===== src/rtl/router_nport_if.sv =====
// Ingress/egress bundle of the N-port packet router.
// The router takes the slave view; whoever feeds packets and drains the ports takes the master view.
interface router_nport_if #(
  parameter int DATA_W  = 8,
  parameter int N_PORTS = 4,
  parameter int ADDR_W  = 3
);
  logic                      pkt_valid;
  logic                      pkt_last;
  logic [DATA_W-1:0]         data_in;
  logic [ADDR_W-1:0]         dest_addr;
  logic                      ready_in;
  logic [N_PORTS*DATA_W-1:0] data_out;
  logic [N_PORTS-1:0]        valid_out;
  logic [N_PORTS-1:0]        ready_out;

  modport master (
    output pkt_valid, pkt_last, data_in, dest_addr, ready_out,
    input  ready_in, data_out, valid_out
  );

  modport slave (
    input  pkt_valid, pkt_last, data_in, dest_addr, ready_out,
    output ready_in, data_out, valid_out
  );
endinterface


===== src/rtl/router_nport.sv =====
// 1-to-N multi-beat packet router.
// The destination is taken from a packet's first beat. Every beat goes into a per-output
// show-ahead FIFO, so a stalled sink only holds back traffic headed for its own port.
// Packets addressed past the last port are swallowed and counted in a saturating drop counter.
module router_nport #(
  parameter int DATA_W     = 8,
  parameter int N_PORTS    = 4,
  parameter int ADDR_W     = 3,
  parameter int FIFO_DEPTH = 4,
  parameter int DROP_W     = 8
) (
  input  logic              clk,
  input  logic              rst,        // asynchronous, active low
  router_nport_if.slave     bus,
  output logic [1:0]        state_out,
  output logic [DROP_W-1:0] drop_cnt
);

  localparam int PTR_W     = $clog2(FIFO_DEPTH);
  localparam int CNT_W     = PTR_W + 1;
  localparam int DEST_SPAN = 2 ** ADDR_W;

  typedef enum logic [1:0] {
    ST_IDLE  = 2'd0,
    ST_ROUTE = 2'd1,
    ST_DROP  = 2'd2
  } state_e;

  state_e              state_r;
  logic [ADDR_W-1:0]   cur_dest_r;
  logic [DROP_W-1:0]   drop_cnt_r;

  logic [N_PORTS-1:0]   full_s;
  logic [DEST_SPAN-1:0] full_pad_s;
  logic [N_PORTS-1:0]   valid_s;
  logic [N_PORTS-1:0]   push_s;
  logic [N_PORTS-1:0]   pop_s;
  logic [DATA_W-1:0]    head_s [N_PORTS];
  logic [N_PORTS*DATA_W-1:0] data_out_s;
  logic                 in_range_s;
  logic                 ready_in_s;
  logic                 accept_s;

  // A first beat may name a port that does not exist.
  assign in_range_s = (32'(bus.dest_addr) < 32'(N_PORTS));

  // Widen the full flags to the whole address space so any dest_addr can index them safely.
  always_comb begin
    full_pad_s = '0;
    for (int i = 0; i < N_PORTS; i++) begin
      full_pad_s[i] = full_s[i];
    end
  end

  // Ingress back-pressure: only the registered full flag of the targeted FIFO matters.
  always_comb begin
    ready_in_s = 1'b0;
    if (!rst) begin
      ready_in_s = 1'b0;
    end else begin
      case (state_r)
        ST_IDLE: begin
          if (in_range_s) begin
            ready_in_s = ~full_pad_s[bus.dest_addr];
          end else begin
            ready_in_s = 1'b1;
          end
        end
        ST_ROUTE: ready_in_s = ~full_pad_s[cur_dest_r];
        ST_DROP:  ready_in_s = 1'b1;
        default:  ready_in_s = 1'b0;
      endcase
    end
  end

  assign accept_s     = bus.pkt_valid & ready_in_s;
  assign bus.ready_in = ready_in_s;

  // Steer an accepted beat to exactly one FIFO, or to none when the packet is being dropped.
  always_comb begin
    push_s = '0;
    for (int i = 0; i < N_PORTS; i++) begin
      if (accept_s && (state_r == ST_IDLE) && in_range_s && (bus.dest_addr == ADDR_W'(i))) begin
        push_s[i] = 1'b1;
      end else if (accept_s && (state_r == ST_ROUTE) && (cur_dest_r == ADDR_W'(i))) begin
        push_s[i] = 1'b1;
      end else begin
        push_s[i] = 1'b0;
      end
    end
  end

  // Packet framing FSM: latches the destination and counts dropped packets once, on their first beat.
  always_ff @(posedge clk or negedge rst) begin
    if (!rst) begin
      state_r    <= ST_IDLE;
      cur_dest_r <= '0;
      drop_cnt_r <= '0;
    end else if (accept_s) begin
      case (state_r)
        ST_IDLE: begin
          if (in_range_s) begin
            cur_dest_r <= bus.dest_addr;
            state_r    <= bus.pkt_last ? ST_IDLE : ST_ROUTE;
          end else begin
            if (drop_cnt_r != {DROP_W{1'b1}}) begin
              drop_cnt_r <= drop_cnt_r + DROP_W'(1);
            end else begin
              drop_cnt_r <= drop_cnt_r;
            end
            state_r <= bus.pkt_last ? ST_IDLE : ST_DROP;
          end
        end
        ST_ROUTE: state_r <= bus.pkt_last ? ST_IDLE : ST_ROUTE;
        ST_DROP:  state_r <= bus.pkt_last ? ST_IDLE : ST_DROP;
        default:  state_r <= ST_IDLE;
      endcase
    end else begin
      state_r <= state_r;
    end
  end

  assign state_out = state_r;
  assign drop_cnt  = drop_cnt_r;

  for (genvar g = 0; g < N_PORTS; g++) begin : g_fifo
    logic [DATA_W-1:0] mem_r [FIFO_DEPTH];
    logic [PTR_W-1:0]  wr_ptr_r;
    logic [PTR_W-1:0]  rd_ptr_r;
    logic [CNT_W-1:0]  count_r;

    assign full_s[g]  = (count_r == CNT_W'(FIFO_DEPTH));
    assign valid_s[g] = (count_r != '0);
    assign pop_s[g]   = valid_s[g] & bus.ready_out[g];
    // Show-ahead head, forced to zero when there is nothing to present.
    assign head_s[g]  = valid_s[g] ? mem_r[rd_ptr_r] : '0;

    // FIFO storage; cleared on reset so no stale beat can ever surface.
    always_ff @(posedge clk or negedge rst) begin
      if (!rst) begin
        for (int k = 0; k < FIFO_DEPTH; k++) begin
          mem_r[k] <= '0;
        end
      end else if (push_s[g]) begin
        mem_r[wr_ptr_r] <= bus.data_in;
      end else begin
        mem_r[wr_ptr_r] <= mem_r[wr_ptr_r];
      end
    end

    // Pointer and occupancy bookkeeping; the pointers wrap naturally because the depth is a power of two.
    always_ff @(posedge clk or negedge rst) begin
      if (!rst) begin
        wr_ptr_r <= '0;
        rd_ptr_r <= '0;
        count_r  <= '0;
      end else begin
        if (push_s[g]) begin
          wr_ptr_r <= wr_ptr_r + PTR_W'(1);
        end else begin
          wr_ptr_r <= wr_ptr_r;
        end
        if (pop_s[g]) begin
          rd_ptr_r <= rd_ptr_r + PTR_W'(1);
        end else begin
          rd_ptr_r <= rd_ptr_r;
        end
        case ({push_s[g], pop_s[g]})
          2'b10:   count_r <= count_r + CNT_W'(1);
          2'b01:   count_r <= count_r - CNT_W'(1);
          default: count_r <= count_r;
        endcase
      end
    end
  end

  // Pack the per-port heads onto the flat output bus.
  always_comb begin
    data_out_s = '0;
    for (int i = 0; i < N_PORTS; i++) begin
      data_out_s[i*DATA_W +: DATA_W] = head_s[i];
    end
  end

  assign bus.data_out  = data_out_s;
  assign bus.valid_out = valid_s;

endmodule

===== src/flat_wrapper.sv =====
// flat-port wrapper written by rule: the top's interface ports become plain ports
module router_nport_flat 
#(
  parameter int DATA_W     = 8,
  parameter int N_PORTS    = 4,
  parameter int ADDR_W     = 3,
  parameter int FIFO_DEPTH = 4,
  parameter int DROP_W     = 8
)
  (clk, rst, state_out, drop_cnt, bus_pkt_valid, bus_pkt_last, bus_data_in, bus_dest_addr, bus_ready_out, bus_ready_in, bus_data_out, bus_valid_out);
  router_nport_if #(.DATA_W(DATA_W), .N_PORTS(N_PORTS), .ADDR_W(ADDR_W)) bus_i ();
  input  logic clk;
  input  logic rst;
  output logic [1:0] state_out;
  output logic [DROP_W-1:0] drop_cnt;
  input wire logic [$bits(bus_i.pkt_valid)-1:0] bus_pkt_valid;
  input wire logic [$bits(bus_i.pkt_last)-1:0] bus_pkt_last;
  input wire logic [$bits(bus_i.data_in)-1:0] bus_data_in;
  input wire logic [$bits(bus_i.dest_addr)-1:0] bus_dest_addr;
  input wire logic [$bits(bus_i.ready_out)-1:0] bus_ready_out;
  output wire logic [$bits(bus_i.ready_in)-1:0] bus_ready_in;
  output wire logic [$bits(bus_i.data_out)-1:0] bus_data_out;
  output wire logic [$bits(bus_i.valid_out)-1:0] bus_valid_out;
  assign bus_i.pkt_valid = bus_pkt_valid;
  assign bus_i.pkt_last = bus_pkt_last;
  assign bus_i.data_in = bus_data_in;
  assign bus_i.dest_addr = bus_dest_addr;
  assign bus_i.ready_out = bus_ready_out;
  assign bus_ready_in = bus_i.ready_in;
  assign bus_data_out = bus_i.data_out;
  assign bus_valid_out = bus_i.valid_out;
  router_nport #(.DATA_W(DATA_W), .N_PORTS(N_PORTS), .ADDR_W(ADDR_W), .FIFO_DEPTH(FIFO_DEPTH), .DROP_W(DROP_W)) u_core (.clk(clk), .rst(rst), .bus(bus_i), .state_out(state_out), .drop_cnt(drop_cnt));
endmodule

===== config.mk =====
export PLATFORM = sky130hd
export DESIGN_NAME = router_nport_flat
export DESIGN_NICKNAME = d
export VERILOG_FILES = /design/src/rtl/router_nport_if.sv /design/src/rtl/router_nport.sv /design/src/flat_wrapper.sv
export SDC_FILE = /design/constraint.sdc
export NUM_CORES = 1
export LEC_CHECK = 0
export ABC_CLOCK_PERIOD_IN_PS = 3400
export CAP_MARGIN = 20
export CORE_MARGIN = 2
export CORE_UTILIZATION = 45
export DETAILED_ROUTE_END_ITERATION = 16
export PLACE_DENSITY = 0.67
export SLEW_MARGIN = 0
export SYNTH_ARGS = -nofsm -noshare
export SYNTH_HDL_FRONTEND = slang
export SYNTH_SLANG_ARGS = --single-unit

===== constraint.sdc =====
create_clock -name clk -period 3.4 [get_ports clk]
set_clock_uncertainty 0.15 [all_clocks]
set_input_delay 0.51 -clock clk [delete_from_list [all_inputs] [get_ports clk]]
set_output_delay 0.51 -clock clk [all_outputs]
set_load 0.05 [all_outputs]

==> results of run 1 <==
[timing repair]
item	4_1_cts	5_1_grt
setup endpoints to repair	0	0
buffers inserted	0	0
hold buffers	1	0
endpoints found under the hold margin	23	0
[worst paths after layout]
| path | start | to | cells after the start |
|---|---|---|---|
| min reg2reg | u_core.drop_cnt[6] | u_core.drop_cnt[6] | 1 |
| min | u_core.drop_cnt[6] | u_core.drop_cnt[6] | 1 |
| min in group asynchronous | rst | u_core.g_fifo[3].mem_r[15] | 2 |
| max reg2reg | u_core.state_out[1] | u_core.g_fifo[2].count_r[2] | 9 |
| max | u_core.g_fifo[3].rd_ptr_r[0] | bus_data_out[30] | 4 |
| max in group asynchronous | rst | u_core.g_fifo[3].mem_r[30] | 3 |
[registers in the layout, summed over array words and instances, names as in the netlist]
signal,count
u_core.state_out,2
u_core.g_fifo.count_r,12
u_core.g_fifo.rd_ptr_r,8
u_core.g_fifo.mem_r,128
u_core.cur_dest_r,3
u_core.drop_cnt,8
u_core.g_fifo.wr_ptr_r,8
[cells by family after synthesis]
logic type / Yosys count / synth area share [%]
AND/OR/NAND/NOR: 220 / 11.8
flip-flops: 169 / 47.3
AO/OA/AOI/OAI: 142 / 8.34
multiplexers: 106 / 21.9
buffers and inverters: 80 / 3.75
XOR/XNOR: 31 / 3.04
adder cells (fa/ha/maj): 25 / 3.83
[final cells by class]
class / count / area share, %
Sequential cell: 169 / 40.7
Timing Repair Buffer: 79 / 7.41
Clock inverter: 14 / 1.42
Multi-Input combinational cell: 524 / 42.3
Tap cell: 265 / 3.19
Clock buffer: 18 / 4.23
Inverter: 22 / 0.795
[power groups by stage]
| stage | sequential [mW] | clock, mW | combinational, mW |
|---|---|---|---|
| 6_report | 3.50 | 1.93 | 5.03 |
| 5_1_grt | 3.63 | 2.06 | 5.42 |
| 4_1_cts | 3.49 | 1.97 | 5.07 |
| 3_5_place_dp | 3.53 | 0 | 5.06 |
| 3_3_place_gp | 3.50 | 0 | 4.98 |
| 2_1_floorplan | 3.17 | 0 | 3.99 |
[per-stage QoR]
stage | std cells | utilization [%] | setup WS (ps)
after floorplan | 773 | - | 496
after global placement | 1058 | 50.3 | 174
after detailed placement | 1058 | 50.3 | 106
after CTS | 1091 | 53.4 | 90.9
after global routing | 1091 | 53.4 | 49.7
final | 1091 | 53.4 | 142
[cell usage in the layout (no fill, tap or decap), types with 4 or more instances in the layout]
master | synthesis | final
and3_1 | 4 | 4
nor2_1 | 136 | 136
buf_4 | 1 | 13
and2_1 | 37 | 37
mux4_2 | 65 | 65
clkbuf_16 | 0 | 17
xnor2_1 | 17 | 17
mux2i_1 | 14 | 14
nand3_1 | 5 | 5
clkdlybuf4s50_1 | 0 | 63
dfrtp_1 | 169 | 169
nor3b_1 | 4 | 4
fa_1 | 4 | 4
or3_1 | 4 | 4
inv_1 | 22 | 22
mux2i_2 | 21 | 21
ha_1 | 21 | 21
a21oi_1 | 129 | 129
clkinv_2 | 0 | 4
xor2_1 | 14 | 14
nand2_1 | 10 | 10
nor4b_1 | 5 | 5
mux2_2 | 6 | 6
[per-layer routing]
metal / wire (um) / share of wire, %
met1: 8880 / 46
met3: 853 / 4.4
met5: 0 / 0
met4: 425 / 2.2
met2: 9060 / 47
==> impl_metrics.csv, run 1 <==
group,metric,value,unit
floorplan,placeableCoreArea,0.0195,mm^2
floorplan,die_h,145,um
power_and_ir_drop,p_int,5.93,mW
grt,grt_use_met1,27.3,%
clock_network,cts_resized,0,
clock_network,cts_tree,"yes",
critical_path,worstPathMaxFanout,6,
power_and_ir_drop,p_per_area,1010,mW/mm^2
layout,num_antenna_cells,0,
critical_path,critPathKind,"flop to primary output",
power_and_ir_drop,p_leak,3.82,nW
timing,setup_tns,0,ps
timing,period_share,95.8,%
floorplan,initial_core_util,46.0,%
grt,grt-ovfl-total,0,
synthesis,ys_seq_area_share,47.3,%
detailed_routing,via_per_inst,5.46,
synthesis,synth_top_area_share,47.3,%
critical_path,r2r_setup_slack,800,ps
synthesis,synth_async_sr_flop_share,100,%
power_and_ir_drop,power_frac_comb,48.1,%
timing,drv_slew,0,
layout,stdcell_area,0.0104,mm^2
critical_path,cp-start-kind,"flop",
clock_network,cts_made_buffers,17,
job,drv_cap,0,
synthesis,synth_common_cells,"169 x dfrtp_1, 136 x nor2_1, 129 x a21oi_1",
clock_network,htreeDepth,4,
grt,grt_usage,19.2,%
clock_network,clockBufferDepth,2,
grt,antenna_found_initial,0,
synthesis,synth_edf_count,0,
timing,timing.hold.ws,344,ps
synthesis,avgSynthCellArea,11.6,um^2
place,io_buffers,65,
place,placed_cell_area,0.00979,mm^2
timing,setup_viol,0,
layout,syn_to_final_growth,16.2,%
critical_path,end_kind,"primary output",
critical_path,arrival,2600,ps
synthesis,ys.flop_type,"dfrtp_1",
detailed_routing,ant_nets,0,
synthesis,synthesis.instances,773,
detailed_routing,first_pass_iters,5,
critical_path,cp_cell_sequence,"buf_4 > mux4_2 > and2_1 > clkdlybuf4s50_1",
detailed_routing,drt-total-wl,19200,um
power_and_ir_drop,ir_drop,0.000470,V
place,hpwl,12800,um
power_and_ir_drop,sw_frac_of_total,43.3,%
detailed_routing,wire_per_inst,17.6,um
grt,grt_pass1_vias,6000,
critical_path,slowest_delay,690,ps
timing,min_period,3260,ps
synthesis,synth-warning-count,0,
synthesis,synth.distinct_cells,41,
layout,seq_area,0.00423,mm^2
grt,grt_util_met3,4.15,%
power_and_ir_drop,pwr-share-clk,18.4,%
synthesis,yosysTopAreaCell,"dfrtp_1",
grt,gr-max-usage-layer,"met2",
clock_network,cts-root-buf,"clkbuf_16",
floorplan,io_pins,66,
timing,clock.fmax,307,MHz
grt,grt_pass1_wl,31600,um
layout,multiInputGateArea,0.00439,mm^2
clock_network,clkSinkCount,169,
timing,rsz0062_at_grt,"false",
synthesis,syn_area,0.00894,mm^2
layout,num-fill-cells,1675,
floorplan,die-area,0.0210,mm^2
critical_path,worst-path-buf-inv,2,
critical_path,critPathSlowestCell,"clkdlybuf4s50_1",
timing,finalHoldViolCount,0,
layout,layout-drive-gt1-share,17.6,%
status,outcome,"complete, no violations",
detailed_routing,drt-initial-drc-count,402,
grt,gr-usage-met2,29.6,%
worst_hold_path,hp-class,"flop to flop",
clock_network,clk_latency,420,ps
clock_network,cts.clk_slew.worst_paths,70,ps
layout,finish.net_count,857,
synthesis,synth_nets,817,
critical_path,cp_top_family,"buffers and inverters",
synthesis,ys_seq_elements,169,
power_and_ir_drop,p_sw,4.52,mW
power_and_ir_drop,total_power,10.5,mW
timing,max-slew-margin-rel,49.5,%
power_and_ir_drop,seq_power_share,33.5,%
synthesis,netlist_top_cells_area,"dfrtp_1 47%, mux4_2 16%, a21oi_1 7.2%",
detailed_routing,remaining_drc_errors,0,
floorplan,rows,51,
grt,grt_max_degree,62,
floorplan,die_w,145,um
critical_path,worstPathRequired,2740,ps
detailed_routing,route.vias.total,5955,
synthesis,synth_most_common_cell,"dfrtp_1",
place,gp_congestion,0.767,
timing,worst_slew_pin_slew,757,ps
Note: power is estimated with default switching activity, not from simulation.
==> inputs of run 2 (changes only) <==
--- a/config.mk
+++ b/config.mk
@@ -15,3 +15,4 @@
 export SYNTH_ARGS = -nofsm -noshare
 export SYNTH_HDL_FRONTEND = slang
 export SYNTH_SLANG_ARGS = --single-unit
+export TNS_END_PERCENT = 20
==> results of run 2 <==
The final DEF is identical to that of run 1; final timing and power are the same.
